--- config.mk ---
export PLATFORM = sky130hd
export DESIGN_NAME = compare_arbiter
export DESIGN_NICKNAME = d
export VERILOG_FILES = /design/src/rtl/compare_arbiter_pkg.sv /design/src/rtl/compare_arbiter_rr_arb2.sv /design/src/rtl/compare_arbiter.sv
export SDC_FILE = /design/constraint.sdc
export NUM_CORES = 1
export LEC_CHECK = 0
export CAP_MARGIN = 20
export CORE_MARGIN = 2
export CORE_UTILIZATION = 53
export DETAILED_ROUTE_END_ITERATION = 16
export PLACE_DENSITY_LB_ADDON = 0.1
export SYNTH_ARGS = -nofsm -noshare
export SYNTH_HDL_FRONTEND = slang
export SYNTH_SLANG_ARGS = --single-unit
--- constraint.sdc ---
create_clock -name clk -period 4.74 [get_ports clk]
set_input_delay 0.948 -clock clk [delete_from_list [all_inputs] [get_ports clk]]
set_output_delay 0.948 -clock clk [all_outputs]
set_load 0.02 [all_outputs]
--- src/rtl/compare_arbiter_pkg.sv ---
// Shared types and sizing for the compare arbiter.
// Holds the FSM state encoding and counter widths.
package compare_arbiter_pkg;

    typedef enum logic [1:0] {
        S_IDLE,
        S_ISSUE,
        S_WAIT,
        S_FINISH
    } state_t;

    localparam logic [3:0] TARGET_DEFAULT = 4'd8;
    localparam int         TMR_W          = 4;
    localparam int         RTY_W          = 2;

endpackage

--- src/rtl/compare_arbiter_rr_arb2.sv ---
// Two-way round-robin arbiter with a registered preference pointer.
// The pointer moves only on i_upd, toward the requester not last served.
module rr_arb2 (
    input  logic       clk,
    input  logic       reset_n,
    input  logic [1:0] i_req,
    input  logic       i_upd,
    input  logic       i_last_lo,
    output logic [1:0] o_gnt
);

    logic r_ptr;
    logic w_both;

    assign w_both = &i_req;

    always_ff @(posedge clk or negedge reset_n) begin
        if (!reset_n) begin
            r_ptr <= 1'b0;
        end else if (i_upd) begin
            r_ptr <= i_last_lo;
        end
    end

    always_comb begin
        o_gnt = 2'b00;
        unique case (1'b1)
            w_both:             o_gnt = r_ptr ? 2'b10 : 2'b01;
            (i_req == 2'b01):   o_gnt = 2'b01;
            (i_req == 2'b10):   o_gnt = 2'b10;
            default:            o_gnt = 2'b00;
        endcase
    end

endmodule

--- src/rtl/compare_arbiter.sv ---
// Arbitrates two requesters onto one external state machine,
// restarting it and retrying on error or timeout.
module compare_arbiter
    import compare_arbiter_pkg::*;
#(
    parameter int         MAX_RETRY    = 3,
    parameter int         TIMEOUT      = 15,
    parameter logic [3:0] TARGET_STATE = TARGET_DEFAULT
) (
    input  logic       clk,
    input  logic       reset_n,
    input  logic [1:0] req,
    input  logic [1:0] cmp_bit,
    input  logic [3:0] sm_state,
    input  logic       sm_hold,
    input  logic       sm_error,
    output logic       compare_result,
    output logic       sm_reset,
    output logic [1:0] gnt,
    output logic       busy,
    output logic       done,
    output logic       fail
);

    localparam logic [TMR_W-1:0] TMO_LIM = TMR_W'(TIMEOUT);
    localparam logic [RTY_W-1:0] RTY_LIM = RTY_W'(MAX_RETRY);

    state_t           r_state;
    logic [1:0]       r_gnt;
    logic             r_cmp;
    logic             r_sm_reset;
    logic             r_busy;
    logic             r_done;
    logic             r_fail;
    logic [TMR_W-1:0] r_timer;
    logic [RTY_W-1:0] r_retry;

    logic [1:0]       w_win;
    logic             w_upd;
    logic             w_abort;
    logic             w_success;
    logic             w_error;
    logic [TMR_W-1:0] w_tmr_nxt;

    assign w_upd     = (r_state == S_FINISH);
    assign w_abort   = ~|(req & r_gnt);
    assign w_success = (sm_state == TARGET_STATE) && !sm_hold;
    // The timeout compares against this cycle's count, so an attempt
    // spends exactly TIMEOUT cycles in WAIT before it is declared lost.
    assign w_tmr_nxt = (r_timer == '1) ? r_timer : r_timer + 1'b1;
    assign w_error   = sm_error || (w_tmr_nxt == TMO_LIM);

    rr_arb2 u_arb (
        .clk       (clk),
        .reset_n   (reset_n),
        .i_req     (req),
        .i_upd     (w_upd),
        .i_last_lo (r_gnt[0]),
        .o_gnt     (w_win)
    );

    always_ff @(posedge clk or negedge reset_n) begin
        if (!reset_n) begin
            r_state    <= S_IDLE;
            r_gnt      <= 2'b00;
            r_cmp      <= 1'b0;
            r_sm_reset <= 1'b0;
            r_busy     <= 1'b0;
            r_done     <= 1'b0;
            r_fail     <= 1'b0;
            r_timer    <= '0;
            r_retry    <= '0;
        end else begin
            r_sm_reset <= 1'b0;
            r_done     <= 1'b0;
            r_fail     <= 1'b0;
            unique case (r_state)
                S_IDLE: begin
                    if (|req) begin
                        r_state    <= S_ISSUE;
                        r_gnt      <= w_win;
                        r_cmp      <= |(cmp_bit & w_win);
                        r_timer    <= '0;
                        r_retry    <= '0;
                        r_sm_reset <= 1'b1;
                        r_busy     <= 1'b1;
                    end
                end
                S_ISSUE: begin
                    r_state <= S_WAIT;
                end
                S_WAIT: begin
                    if (w_abort) begin
                        r_state    <= S_IDLE;
                        r_gnt      <= 2'b00;
                        r_cmp      <= 1'b0;
                        r_busy     <= 1'b0;
                        r_sm_reset <= 1'b1;
                    end else if (w_success) begin
                        r_state <= S_FINISH;
                        r_done  <= 1'b1;
                    end else if (w_error) begin
                        if (r_retry < RTY_LIM) begin
                            r_retry    <= r_retry + 1'b1;
                            r_timer    <= '0;
                            r_state    <= S_ISSUE;
                            r_sm_reset <= 1'b1;
                        end else begin
                            r_state <= S_FINISH;
                            r_done  <= 1'b1;
                            r_fail  <= 1'b1;
                        end
                    end else begin
                        r_timer <= w_tmr_nxt;
                    end
                end
                S_FINISH: begin
                    r_state <= S_IDLE;
                    r_gnt   <= 2'b00;
                    r_cmp   <= 1'b0;
                    r_busy  <= 1'b0;
                end
                default: begin
                    r_state <= S_IDLE;
                end
            endcase
        end
    end

    assign compare_result = r_cmp;
    assign sm_reset       = r_sm_reset;
    assign gnt            = r_gnt;
    assign busy           = r_busy;
    assign done           = r_done;
    assign fail           = r_fail;

endmodule

==> impl_metrics.py <==
metrics = {
    "drt": {
        "wl_per_cell_um": 15.7,
        "num_vias": 795,
        "drt-initial-drc-count": 30,
        "drc": 0,
        "ant_nets": 0,
        "viasPerCell": 6.36,
        "firstDrtPassIters": 4,
        "drt-total-wl_mm": 1.96,
    },
    "setup_path": {
        "critPathBufInv": 1,
        "required_ns": 4.91,
        "crit_path_max_incr_delay_ns": 0.53,
        "crit_path_start": "sm_state[0]",
        "end_kind": "register",
        "r2r-start": "r_timer[0]$_DFFE_PN0P_",
        "cp_slowest_cell": "or4b_4",
        "path_class": "in -> reg",
        "crit_family": "simple AND/OR/NAND/NOR gates",
        "cp_cell_sequence": "clkdlybuf4s50_1 -> or4b_4 -> or2_4 -> o311a_4 -> o21ai_0 -> a21oi_1",
        "cp-start-kind": "input pin",
        "arrival_ns": 2.59,
        "path_max_fanout": 5,
    },
    "clock_tree": {
        "clk_pin_slew_worst_paths_ns": 0.09,
        "cts-htree-levels": 1,
        "clockRootBuffer": "clkbuf_4",
        "clock_latency_ns": 0.29,
        "cts_hold_buf": 0,
        "cts_tree": "built",
        "cts_sinks": 16,
        "cts_setup_buffers": 0,
        "cts_buffer_depth": 2,
        "cts_resized": 0,
        "cts_buffers": 3,
    },
    "grt": {
        "grt_pass1_wl_mm": 3.20,
        "grt_use_total_pct": 21.4,
        "grt_start_max_net_pins": 17,
        "grt-ovfl-total": 0,
        "antenna_found_initial": 0,
        "grt_pass1_vias": 725,
    },
    "timing": {
        "tightestPinTransition_ns": 0.712,
        "setup_violations": 0,
        "worst_slack_ns": 2.32,
        "fin_crit_sh_pct": 51.1,
        "final.setup_skew_ns": 0.00567,
        "drv_slew": 0,
        "hold_viol": 0,
        "rsz0062_at_grt": "no",
        "fmax_mhz": 413,
        "setup_tns_ns": 0,
        "layout_min_cycle_time_ns": 2.42,
        "relSlewSlack_pct": 52.4,
    },
    "hold_path": {
        "hold_start": "busy$_DFFE_PN0P_",
        "hold_path.class": "reg -> reg",
    },
    "finish": {
        "final_core_util_pct": 68.1,
        "fillers": 139,
        "nNetsFinal": 123,
        "final_layout_size_suffix_gt1_share_pct": 13.0,
        "syn_to_final_growth_pct": 23.0,
        "seqCellArea_sq_um": 400,
        "diodes": 0,
        "design_area_sq_um": 1150,
        "multiInputGateArea_sq_um": 500,
    },
    "floorplan": {
        "rows": 15,
        "die_x_um": 46.0,
        "core_area_sq_um": 1690,
        "boundaryPins": 19,
        "die-area_sq_um": 2120,
        "fp.dieH_um": 46.0,
        "start_util_pct": 55.3,
    },
    "synthesis": {
        "synth_edf_count": 0,
        "ys_ff_latch": 16,
        "syn_nets": 103,
        "ys_seq_area_share_pct": 42.8,
        "yosysMostFrequentCell": "dfrtp_1",
        "synthArstFlopShare_pct": 100,
        "synth_top_area_share_pct": 42.8,
        "synthTopCellsByArea": "dfrtp_1 (43%), a32o_1 (3.2%), nor2_1 (2.8%)",
        "ys_types": 41,
        "synth.cell_area_sq_um": 935,
        "avgSynthCellArea_sq_um": 10.5,
        "ys_warn_count": 0,
        "synthTopCellsByCount": "dfrtp_1 (16), nor2_1 (7), nand2_1 (4), nand2b_1 (4), o21ai_0 (4)",
        "synth_area_leader_cell": "dfrtp_1",
        "ys.flop_type": "dfrtp_1",
        "synth_cells": 89,
    },
    "job": {
        "maxCapViolCount": 0,
    },
    "power": {
        "powerDensity_nw_per_um2": 470,
        "total_power_mw": 0.540,
        "peakVddDrop_mv": 0.214,
        "p_leak_nw": 0.494,
    },
    "outcome": {
        "status": "completed",
    },
    "placement": {
        "portBuffers": 18,
        "place_worst_setup_slack_ns": 2.01,
        "dpl_cell_area_sq_um": 1110,
        "place.gp.congestion": 0.857,
        "hpwl_mm": 1.47,
    },
}
## cell families (layout without fill, tap and decap cells)
logic type / after synthesis / count (layout) / share of synthesized area, %
compound gates: 32 / 32 / 28.4
fa+ha+maj: 3 / 3 / 3.75
buf+inv: 6 / 25 / 3.61
flops: 16 / 16 / 42.8
mux: 2 / 2 / 2.28
simple gates: 30 / 30 / 19.1
## worst reg2reg max path, cell delays in order (launching register included)
cell and delay, ns:
dfrtp_1 0.45, ha_1 0.34, nor3b_1 0.14, o211a_1 0.27
nor3_1 0.36, o211ai_1 0.18, a22oi_1 0.24
## report_power, final
group | internal [mW] | switching (mW)
clock | 0.0468 | 0.0448
combinational | 0.112 | 0.124
sequential | 0.174 | 0.0394
total | 0.332 | 0.208
## per-stage QoR
step                cells  hold WS, ns
floorplan              89        0.470
global placement      121        0.490
detailed placement    121        0.480
CTS                   125        0.502
global route          125        0.533
finish                125        0.500
## state kept, by name, summed over array words and instances, names as in the netlist
name            cells
busy                1
compare_result      1
done                1
fail                1
gnt                 2
r_retry             2
r_state             2
r_timer             4
sm_reset            1
u_arb.r_ptr         1
## placed cells by master, fill, tap and decap left out, types with 2 or more instances in the layout
cell,count
a21oi_1,3
a22o_1,3
a22oi_1,3
a31oi_1,3
a32o_1,3
and2b_2,2
clkbuf_4,3
clkdlybuf4s50_1,18
dfrtp_1,16
ha_1,2
inv_1,3
nand2_1,4
nand2b_1,4
nand3_1,2
nand4_1,2
nor2_1,7
nor3_1,2
o211a_1,2
o21ai_0,4
## area by class of cell
| class | count | share of cell area (%) |
|---|---|---|
| Multi-Input combinational cell | 67 | 43.5 |
| Sequential cell | 16 | 34.8 |
| Tap cell | 17 | 1.85 |
| Timing Repair Buffer | 18 | 15.7 |
| Clock buffer | 4 | 3.16 |
| Inverter | 3 | 0.979 |
## worst paths after layout
path	depth (start not counted)	slack, ns	endpoint
worst max register to register	6	2.69	r_timer[2]$_DFFE_PN0P_
worst min register to register	2	0.50	busy$_DFFE_PN0P_
worst max-delay path	6	2.32	sm_reset$_DFF_PN0_
min in group asynchronous	1	1.08	r_timer[2]$_DFFE_PN0P_
worst min-delay path	2	0.50	busy$_DFFE_PN0P_
max in group asynchronous	1	3.21	busy$_DFFE_PN0P_
## metal layers
| metal | wire [um] | share of wire (%) | vias to the layer above | GRT usage (%) |
|---|---|---|---|---|
| met3 | 128 | 6.5 | 4 | 3.57 |
| met5 | 0 | 0 | - | 0 |
| met2 | 947 | 48 | 32 | 33.3 |
| met1 | 852 | 44 | 380 | 28.4 |
| met4 | 29 | 1.5 | 0 | 10.9 |
| li1 | - | - | 379 | - |
Power figures use the tool's default switching activity.
